`config.mk`:
```
export PLATFORM = sky130hd
export DESIGN_NAME = mem_prog_loader_flat
export DESIGN_NICKNAME = d
export VERILOG_FILES = /design/src/rtl/mem_prog_loader_if.sv /design/src/rtl/mem_prog_loader.sv /design/src/flat_wrapper.sv
export SDC_FILE = /design/constraint.sdc
export NUM_CORES = 1
export LEC_CHECK = 0
export ABC_CLOCK_PERIOD_IN_PS = 4820
export CORE_MARGIN = 3
export CORE_UTILIZATION = 45
export DETAILED_ROUTE_END_ITERATION = 7
export DONT_BUFFER_PORTS = 1
export PLACE_DENSITY_LB_ADDON = 0.15
export SYNTH_ARGS = -nofsm -noshare
export SYNTH_HDL_FRONTEND = slang
export SYNTH_SLANG_ARGS = --single-unit
```
`constraint.sdc`:
```
create_clock -name clk -period 4.82 [get_ports clk]
set_clock_uncertainty 0.05 [all_clocks]
set_input_delay 0.241 -clock clk [delete_from_list [all_inputs] [get_ports clk]]
set_output_delay 0.241 -clock clk [all_outputs]
set_load 0.01 [all_outputs]
```
`src/rtl/mem_prog_loader_if.sv`:
```
// ============================================================================
// Module      : mem_prog_loader_if
// Description : Bundle of byte-stream handshake, inst/data memory write
//               ports and CPU-release/status signals of the program loader.
// Revision    : 1.0 - initial release
// ============================================================================
`default_nettype none

interface mem_prog_loader_if #(
  parameter int ADDR_W = 12
);
  logic [7:0]        in_data;
  logic              in_valid;
  logic              in_ready;
  logic [ADDR_W-1:0] i_addr;
  logic [7:0]        i_wr_data;
  logic              i_wr;
  logic [ADDR_W-1:0] m_addr;
  logic [7:0]        m_wr_data;
  logic              m_wr;
  logic              cpu_reset_;
  logic              busy;
  logic              err;
  logic              overflow;

  // Host side: supplies the byte stream and observes everything else.
  modport master (
    output in_data, in_valid,
    input  in_ready, i_addr, i_wr_data, i_wr, m_addr, m_wr_data, m_wr,
    input  cpu_reset_, busy, err, overflow
  );

  // Loader side.
  modport slave (
    input  in_data, in_valid,
    output in_ready, i_addr, i_wr_data, i_wr, m_addr, m_wr_data, m_wr,
    output cpu_reset_, busy, err, overflow
  );
endinterface

`default_nettype wire

```
`src/rtl/mem_prog_loader.sv`:
```
// ============================================================================
// Module      : mem_prog_loader
// Description : Consumes a command/length/payload byte stream and writes the
//               instruction and data memories; on 'G' counts a cool-off
//               period and then releases the CPU reset.
// Revision    : 1.0 - initial release
// ============================================================================
`default_nettype none

module mem_prog_loader #(
  parameter int ADDR_W    = 12,
  parameter int MAX_MEM   = 2048,
  parameter int DATA_BASE = 8,
  parameter int COOLOFF   = 32
) (
  input  wire logic         clk,
  input  wire logic         reset,
  mem_prog_loader_if.slave  bus
);

  localparam int CNT_W = (COOLOFF > 1) ? $clog2(COOLOFF) : 1;
  localparam int SUM_W = ADDR_W + 1;

  localparam logic [CNT_W-1:0] c_cnt_last  = CNT_W'(COOLOFF - 1);
  localparam logic [SUM_W-1:0] c_max_mem   = SUM_W'(MAX_MEM);
  localparam logic [SUM_W-1:0] c_data_base = SUM_W'(DATA_BASE);
  localparam logic [7:0]       c_cmd_inst  = 8'h49;
  localparam logic [7:0]       c_cmd_data  = 8'h44;
  localparam logic [7:0]       c_cmd_go    = 8'h47;

  typedef enum logic [2:0] {
    S_IDLE    = 3'd0,
    S_LEN_HI  = 3'd1,
    S_LEN_LO  = 3'd2,
    S_PAYLOAD = 3'd3,
    S_COOLOFF = 3'd4,
    S_RUN     = 3'd5,
    S_ERR     = 3'd6
  } state_t;

  state_t            r_state;
  state_t            w_state_nxt;

  logic              r_tgt_data;   // 1: current section targets data memory
  logic [11:0]       r_len;
  logic [11:0]       r_idx;
  logic [CNT_W-1:0]  r_cnt;
  logic              r_err;
  logic              r_overflow;
  logic [ADDR_W-1:0] r_i_addr;
  logic [7:0]        r_i_wr_data;
  logic              r_i_wr;
  logic [ADDR_W-1:0] r_m_addr;
  logic [7:0]        r_m_wr_data;
  logic              r_m_wr;

  logic              w_in_ready;
  logic              w_accept;
  logic              w_busy;
  logic              w_cpu_run;
  logic [SUM_W-1:0]  w_base;
  logic [SUM_W-1:0]  w_sum;
  logic              w_in_range;
  logic              w_idx_last;
  logic [11:0]       w_len_full;

  // Only the cool-off and run phases refuse bytes; ERR keeps draining.
  assign w_in_ready = (r_state != S_COOLOFF) && (r_state != S_RUN);
  assign w_accept   = bus.in_valid & w_in_ready;

  // One bit wider than the address so base + idx can never wrap into range.
  assign w_base     = r_tgt_data ? c_data_base : '0;
  assign w_sum      = w_base + SUM_W'(r_idx);
  assign w_in_range = (w_sum < c_max_mem);
  assign w_idx_last = (r_idx == (r_len - 12'd1));
  assign w_len_full = {r_len[11:8], bus.in_data};

  // State register.
  always_ff @(posedge clk or posedge reset) begin
    if (reset) r_state <= S_IDLE;
    else       r_state <= w_state_nxt;
  end

  // Next-state decode plus state-derived outputs.
  always_comb begin
    w_state_nxt = r_state;
    w_busy      = 1'b0;
    w_cpu_run   = 1'b0;
    case (r_state)
      S_IDLE: begin
        if (w_accept) begin
          if (bus.in_data == c_cmd_inst || bus.in_data == c_cmd_data)
            w_state_nxt = S_LEN_HI;
          else if (bus.in_data == c_cmd_go)
            w_state_nxt = S_COOLOFF;
          else
            w_state_nxt = S_ERR;
        end
      end
      S_LEN_HI: begin
        w_busy = 1'b1;
        if (w_accept)
          w_state_nxt = (bus.in_data[7:4] != 4'h0) ? S_ERR : S_LEN_LO;
      end
      S_LEN_LO: begin
        w_busy = 1'b1;
        if (w_accept)
          w_state_nxt = (w_len_full == 12'd0) ? S_IDLE : S_PAYLOAD;
      end
      S_PAYLOAD: begin
        w_busy = 1'b1;
        if (w_accept && w_idx_last)
          w_state_nxt = S_IDLE;
      end
      S_COOLOFF: begin
        if (r_cnt == c_cnt_last)
          w_state_nxt = S_RUN;
      end
      S_RUN: begin
        w_cpu_run = 1'b1;
      end
      S_ERR: begin
        w_state_nxt = S_ERR;
      end
      default: begin
        w_state_nxt = S_ERR;
      end
    endcase
  end

  // Section bookkeeping, cool-off counter, sticky flags and registered
  // memory write ports (strobes last exactly one cycle per accepted byte).
  always_ff @(posedge clk or posedge reset) begin
    if (reset) begin
      r_tgt_data  <= 1'b0;
      r_len       <= '0;
      r_idx       <= '0;
      r_cnt       <= '0;
      r_err       <= 1'b0;
      r_overflow  <= 1'b0;
      r_i_addr    <= '0;
      r_i_wr_data <= '0;
      r_i_wr      <= 1'b0;
      r_m_addr    <= '0;
      r_m_wr_data <= '0;
      r_m_wr      <= 1'b0;
    end else begin
      r_i_wr <= 1'b0;
      r_m_wr <= 1'b0;
      r_err  <= r_err | (w_state_nxt == S_ERR);
      case (r_state)
        S_IDLE: begin
          if (w_accept) begin
            if (bus.in_data == c_cmd_inst) r_tgt_data <= 1'b0;
            if (bus.in_data == c_cmd_data) r_tgt_data <= 1'b1;
            if (bus.in_data == c_cmd_go)   r_cnt      <= '0;
          end
        end
        S_LEN_HI: begin
          if (w_accept) r_len[11:8] <= bus.in_data[3:0];
        end
        S_LEN_LO: begin
          if (w_accept) begin
            r_len[7:0] <= bus.in_data;
            r_idx      <= '0;
          end
        end
        S_PAYLOAD: begin
          if (w_accept) begin
            r_idx <= r_idx + 12'd1;
            if (!w_in_range) begin
              r_overflow <= 1'b1;
            end else if (r_tgt_data) begin
              r_m_addr    <= w_sum[ADDR_W-1:0];
              r_m_wr_data <= bus.in_data;
              r_m_wr      <= 1'b1;
            end else begin
              r_i_addr    <= w_sum[ADDR_W-1:0];
              r_i_wr_data <= bus.in_data;
              r_i_wr      <= 1'b1;
            end
          end
        end
        S_COOLOFF: begin
          r_cnt <= r_cnt + CNT_W'(1);
        end
        default: begin
        end
      endcase
    end
  end

  assign bus.in_ready   = w_in_ready;
  assign bus.busy       = w_busy;
  assign bus.cpu_reset_ = w_cpu_run;
  assign bus.err        = r_err;
  assign bus.overflow   = r_overflow;
  assign bus.i_addr     = r_i_addr;
  assign bus.i_wr_data  = r_i_wr_data;
  assign bus.i_wr       = r_i_wr;
  assign bus.m_addr     = r_m_addr;
  assign bus.m_wr_data  = r_m_wr_data;
  assign bus.m_wr       = r_m_wr;

endmodule

`default_nettype wire

```
`src/flat_wrapper.sv`:
```
// flat-port wrapper written by rule: the top's interface ports become plain ports
module mem_prog_loader_flat 
#(
  parameter int ADDR_W    = 12,
  parameter int MAX_MEM   = 2048,
  parameter int DATA_BASE = 8,
  parameter int COOLOFF   = 32
)
  (clk, reset, bus_in_data, bus_in_valid, bus_in_ready, bus_i_addr, bus_i_wr_data, bus_i_wr, bus_m_addr, bus_m_wr_data, bus_m_wr, bus_cpu_reset_, bus_busy, bus_err, bus_overflow);
  mem_prog_loader_if #(.ADDR_W(ADDR_W)) bus_i ();
  input  wire logic clk;
  input  wire logic reset;
  input wire logic [$bits(bus_i.in_data)-1:0] bus_in_data;
  input wire logic [$bits(bus_i.in_valid)-1:0] bus_in_valid;
  output wire logic [$bits(bus_i.in_ready)-1:0] bus_in_ready;
  output wire logic [$bits(bus_i.i_addr)-1:0] bus_i_addr;
  output wire logic [$bits(bus_i.i_wr_data)-1:0] bus_i_wr_data;
  output wire logic [$bits(bus_i.i_wr)-1:0] bus_i_wr;
  output wire logic [$bits(bus_i.m_addr)-1:0] bus_m_addr;
  output wire logic [$bits(bus_i.m_wr_data)-1:0] bus_m_wr_data;
  output wire logic [$bits(bus_i.m_wr)-1:0] bus_m_wr;
  output wire logic [$bits(bus_i.cpu_reset_)-1:0] bus_cpu_reset_;
  output wire logic [$bits(bus_i.busy)-1:0] bus_busy;
  output wire logic [$bits(bus_i.err)-1:0] bus_err;
  output wire logic [$bits(bus_i.overflow)-1:0] bus_overflow;
  assign bus_i.in_data = bus_in_data;
  assign bus_i.in_valid = bus_in_valid;
  assign bus_in_ready = bus_i.in_ready;
  assign bus_i_addr = bus_i.i_addr;
  assign bus_i_wr_data = bus_i.i_wr_data;
  assign bus_i_wr = bus_i.i_wr;
  assign bus_m_addr = bus_i.m_addr;
  assign bus_m_wr_data = bus_i.m_wr_data;
  assign bus_m_wr = bus_i.m_wr;
  assign bus_cpu_reset_ = bus_i.cpu_reset_;
  assign bus_busy = bus_i.busy;
  assign bus_err = bus_i.err;
  assign bus_overflow = bus_i.overflow;
  mem_prog_loader #(.ADDR_W(ADDR_W), .MAX_MEM(MAX_MEM), .DATA_BASE(DATA_BASE), .COOLOFF(COOLOFF)) u_core (.clk(clk), .reset(reset), .bus(bus_i));
endmodule
```
Word-level counts from Yosys, hierarchy flattened
Index checks and enable logic that the tools add are counted.
Widths: inputs -> output; s select.

storage, ports and cells
  flip-flop bits (word level) = 77
  latch bits = 0
  RAM bits = 0
  ROM bits = 0
  input bits = 11
  output and inout port bits = 47
  word-level logic and storage cells = 87
  memories = 0

operators by class
  add/sub/neg operators = 4
  multiply operators = 0
  divide/modulo/power cells = 0
  magnitude comparators = 1
  equal/unequal tests = 17
  shifts and indexed selects = 0
  mux-type cells = 29
  bitwise logic cells = 4
  reduce and logical (&&, ||, !) cells = 18

operator list
  kind                   count
  $eq 8x7->1 const B     3
  $mux 12                2
  $pmux 12 s2            1
  $mux 3                 7
  $pmux 3 s6             1
  $add 13x12->13         1
  $lt 13x12->1 const B   1
  $add 12x1->12 const B  1
  $eq 12x12->1           1
  $logic_not 12->1       1
  $mux 1                 12
  $reduce_and 3->1       4
  $sub 12x1->12 const B  1
  $mux 5                 2
  $pmux 5 s2             1
  $eq 3x3->1 const B     3
  $ne 2x1->1 const B     4
  $reduce_and 4->1       2
  $eq 3x2->1 const B     2
  $ne 3x3->1 const B     2
  $reduce_bool 2->1      3
  $add 5x1->5 const B    1
  $eq 5x5->1 const B     1
  $mux 2                 2
  11 further kinds       14

Depth between registers and ports, before layout
  depth in word-level cells = 8
  mapped depth = 10
  mapped depth without buffers = 9

Least setup slack after synthesis
No wires, ideal clock.

  kind = register to register
  start point = register u_core.r_idx[3]
  end point = register u_core.r_i_addr[2], in the netlist u_core.bus.i_addr[2]
  data arrival time = 2.285 ns
  required time = 4.642 ns
  path slack = 2.357 ns
  cell stages (with the launch flop) = 10
  period minus slack after synthesis = 2.463 ns
  cell sequence = dfrtp_1 > ha_1 > ha_1 > nand3_1 > or4b_4 > a21oi_2 > and2b_1 > buf_4 > buf_6 > mux2_1

on the way
  cells in the longest elaborated chain, start to end = 3

ends and longest elaborated chain
  element                            line                    RTL
  start: declaration                 mem_prog_loader.sv:46   logic [11:0] r_idx;
  start signal: assignment           mem_prog_loader.sv:170  r_idx <= r_idx + 12'd1;
  $add 13x12->13                     mem_prog_loader.sv:73   assign w_sum = w_base + SUM_W'(r_idx);
  $lt 13x12->1                       mem_prog_loader.sv:74   assign w_in_range = (w_sum < c_max_mem);
  $reduce_and 4->1 (no source line)  -
  end signal: assignment             mem_prog_loader.sv:178  r_i_addr <= w_sum[ADDR_W-1:0];
  end: declaration                   mem_prog_loader.sv:50   logic [ADDR_W-1:0] r_i_addr;

No other way between the ends.
A chain may end at the register's enable or synchronous reset.

Final worst setup path
  start point = register u_core.r_idx[3]
  end point = register u_core.r_i_wr_data[5], in the netlist u_core.bus.i_wr_data[5]

on the way
  cells in the longest elaborated chain, start to end = 3

ends and longest elaborated chain
  element                            line                    RTL
  $add 13x12->13                     mem_prog_loader.sv:73
  $lt 13x12->1                       mem_prog_loader.sv:74
  $reduce_and 4->1 (no source line)  -
  end signal: assignment             mem_prog_loader.sv:179  r_i_wr_data <= bus.in_data;
  end: declaration                   mem_prog_loader.sv:51   logic [7:0] r_i_wr_data;

No other way between the ends.

==> impl_metrics.tcl <==
set metrics [dict create \
    synthCells 355 \
    timing.rr.start "u_core.r_idx[3]" \
    clk_latency_ns 0.35 \
    num_vias 2629 \
    track_usage_pct 17.62 \
    fp-row-count 32 \
    routed.top_layer "met4" \
    final_nets 376 \
    htree_num_levels 3 \
    met1Wirelength_mm 3.767 \
    hold_slack_ns 0.01579 \
    detail-route-antenna-nets 0 \
    worst_slack_ns 1.686 \
    start_util_pct 47.74 \
    crit_chain "ha_1, ha_1, nand3_1, or4b_4, a21oi_2, and2b_1, mux2_2" \
    die_h_um 97.94 \
    max_slew.worst_pin.slew_ns 1.024 \
    grt_overflow 0 \
    antenna_cells 0 \
    drt-wirelength-per-cell_um 17.34 \
    place_ws_ns 1.663 \
    path_clk_slew_ns 0.08 \
    cts-buffers-inserted 9 \
    yosysMostFrequentCell "dfrtp_1" \
    worstPathMaxFanout 27 \
    synth_seq_cells 77 \
    final.setup.tns_ns 0 \
    ys_types 53 \
    finalSetupViolCount 0 \
    syn_area_um2 3804 \
    drc 0 \
    grt_start_max_net_pins 46 \
    crit_type "reg2reg" \
    grt_antenna_before_repair 0 \
    ir_drop_uv 271.8 \
    root_buffer "clkbuf_8" \
    fp.dieArea_um2 9591 \
    critical-path-max-stage-delay_ns 0.83 \
    vias_per_cell 5.642 \
    clockBufferDepth 2 \
    cts_setup_buffers 0 \
    cp_data_arrival_time_ns 3.31 \
    start_kind "register" \
    fin_util_pct 52.01 \
    fmax_mhz 319.0 \
    period_minus_slack_ns 3.134 \
    synthTopCellsByArea "dfrtp_1 51%, mux2_2 7.4%, xnor2_1 3.7%" \
    drv_slew 0 \
    route.met2.wl_mm 3.782 \
    cp_common_cell "ha_1" \
    hp-class "in2reg" \
    port_buffers 0 \
    fp.dieW_um 97.94 \
    area_delta_synth_final_pct 8.947 \
    yosysSeqAreaShare_pct 50.66 \
    ys.flop_type "dfrtp_1" \
    synth_top_area_cell "dfrtp_1" \
    path_buf_inv 0 \
    totalPowerFinal_mw 2.026 \
    fp.coreArea_um2 7968 \
    cp_slowest_cell "and2b_1" \
    place_hpwl_mm 5.602 \
    wl_met3_um 447 \
    rsz0062_at_grt "no" \
    synth_edf_count 0 \
    synth_fp_nets 372 \
    final_hold_viol_count 0 \
    drive_gt1_share_pct 13.74 \
    hp-start "bus_in_valid" \
    relSlewSlack_pct 31.74 \
    drv_cap 0 \
    worstPathRequired_ns 5.00 \
    p_per_area_nw_per_um2 488.9 \
    synthTopCellsByCount "77 x dfrtp_1, 31 x nor2_1, 27 x nand2_1, 25 x mux2_2, 23 x o21ai_0" \
    period_share_pct 65.03 \
    ys_warn_count 0 \
    async_flop_share_pct 100.0 \
    status "complete, no violations" \
    startpoint "u_core.r_idx[3]" \
    grt_pass1_wl_mm 13.64 \
    grt_pass1_vias 2621 \
    crit_path_end_kind "register" \
    place.gp.congestion 0.7921 \
    cts.sinks 77 \
    cts_tree "done" \
    first_pass_iters 5 \
    drt_wl_total_mm 8.079 \
    synth_top_area_share_pct 50.66 \
    syn_avg_cell_area_um2 10.71 \
    first_iter_violations 129 \
    path_delay_family "simple AND/OR/NAND/NOR gates" \
    p_leak_nw 1.794 \
    ioPinCount 58 \
]
[repair_timing]
item	in CTS	in global routing
endpoints found under the hold margin	73	0
resized for setup	0	0
hold buffers	9	0
[cell type report]
cell class                 instances  area [um2]
fill                             710        3824
sequential                        77        1927
multi-input combinational        254        1743
clock buffer                      11       131.4
tap                              102       127.6
timing repair buffer              12       112.6
clock inverter                     5       83.83
inverter                           5       18.77
[registers in the layout, summed over array words and instances, names as in the netlist]
name	cells
u_core.r_state	3
u_core.r_len	12
u_core.bus.i_wr	1
u_core.bus.m_wr	1
u_core.bus.m_addr	12
u_core.bus.m_wr_data	8
u_core.r_cnt	5
u_core.r_tgt_data	1
u_core.bus.err	1
u_core.r_idx	12
u_core.bus.overflow	1
u_core.bus.i_wr_data	8
u_core.bus.i_addr	12
[cell families after synthesis]
logic type,share of synthesized area [%]
AO/OA/AOI/OAI,10.53
XOR/XNOR,5.987
adder cells (fa/ha/maj),1.974
buffers and inverters,3.520
flip-flops,50.66
multiplexers,11.48
AND/OR/NAND/NOR,15.86
[path summary, 6_finish.rpt]
kind	end	slack, ns	depth (start not counted)
max in group asynchronous	u_core.r_state[0]	3.22	3
min	u_core.r_state[2]	0.02	1
max	u_core.bus.i_wr_data[5]	1.69	7
min reg2reg	u_core.r_cnt[4]	0.46	1
min in group asynchronous	u_core.bus.i_addr[11]	0.52	2
max reg2reg	u_core.bus.i_wr_data[5]	1.69	7
[power by group]
part	leakage (nW)	switching (mW)	internal, mW
registers	0.995	0.227	0.806
clock network	0.100	0.243	0.294
logic	0.698	0.212	0.244
total	1.79	0.682	1.34
[routing by layer]
layer  GRT usage (%)  vias up
li1                -     1266
met1           24.15     1287
met2           27.38       66
met3           4.214       10
met4           6.283        0
met5               0        -
[per-stage QoR]
step                cell area [um2]  std cells
floorplan                      3804        355
global placement               3839        441
detailed placement             3839        441
CTS                            4144        466
global route                   4144        466
finish                         4144        466
[cells in the final DEF, fill, tap and decap left out, types with 2 or more instances in the layout]
cell type / n
dfrtp_1: 77
nor2_1: 31
nand2_1: 27
mux2_2: 25
o21ai_0: 23
xnor2_1: 16
a21oi_1: 16
nand3_1: 12
mux2_1: 12
nor3_1: 10
xor2_1: 10
clkbuf_8: 9
dlygate4sd3_1: 9
nor2b_1: 6
ha_1: 6
nand4_1: 4
inv_1: 4
and2_1: 4
nand2b_1: 4
and3_1: 3
or3_1: 3
nand3b_1: 3
a31oi_1: 3
buf_4: 3
a32o_1: 2
o21bai_1: 2
a22o_1: 2
mux2i_1: 2
nor4_1: 2
or4_1: 2
a21o_1: 2
a31o_2: 2
clkbuf_1: 2
clkinvlp_4: 2
bufinv_16: 2
Power figures use the tool's default switching activity.
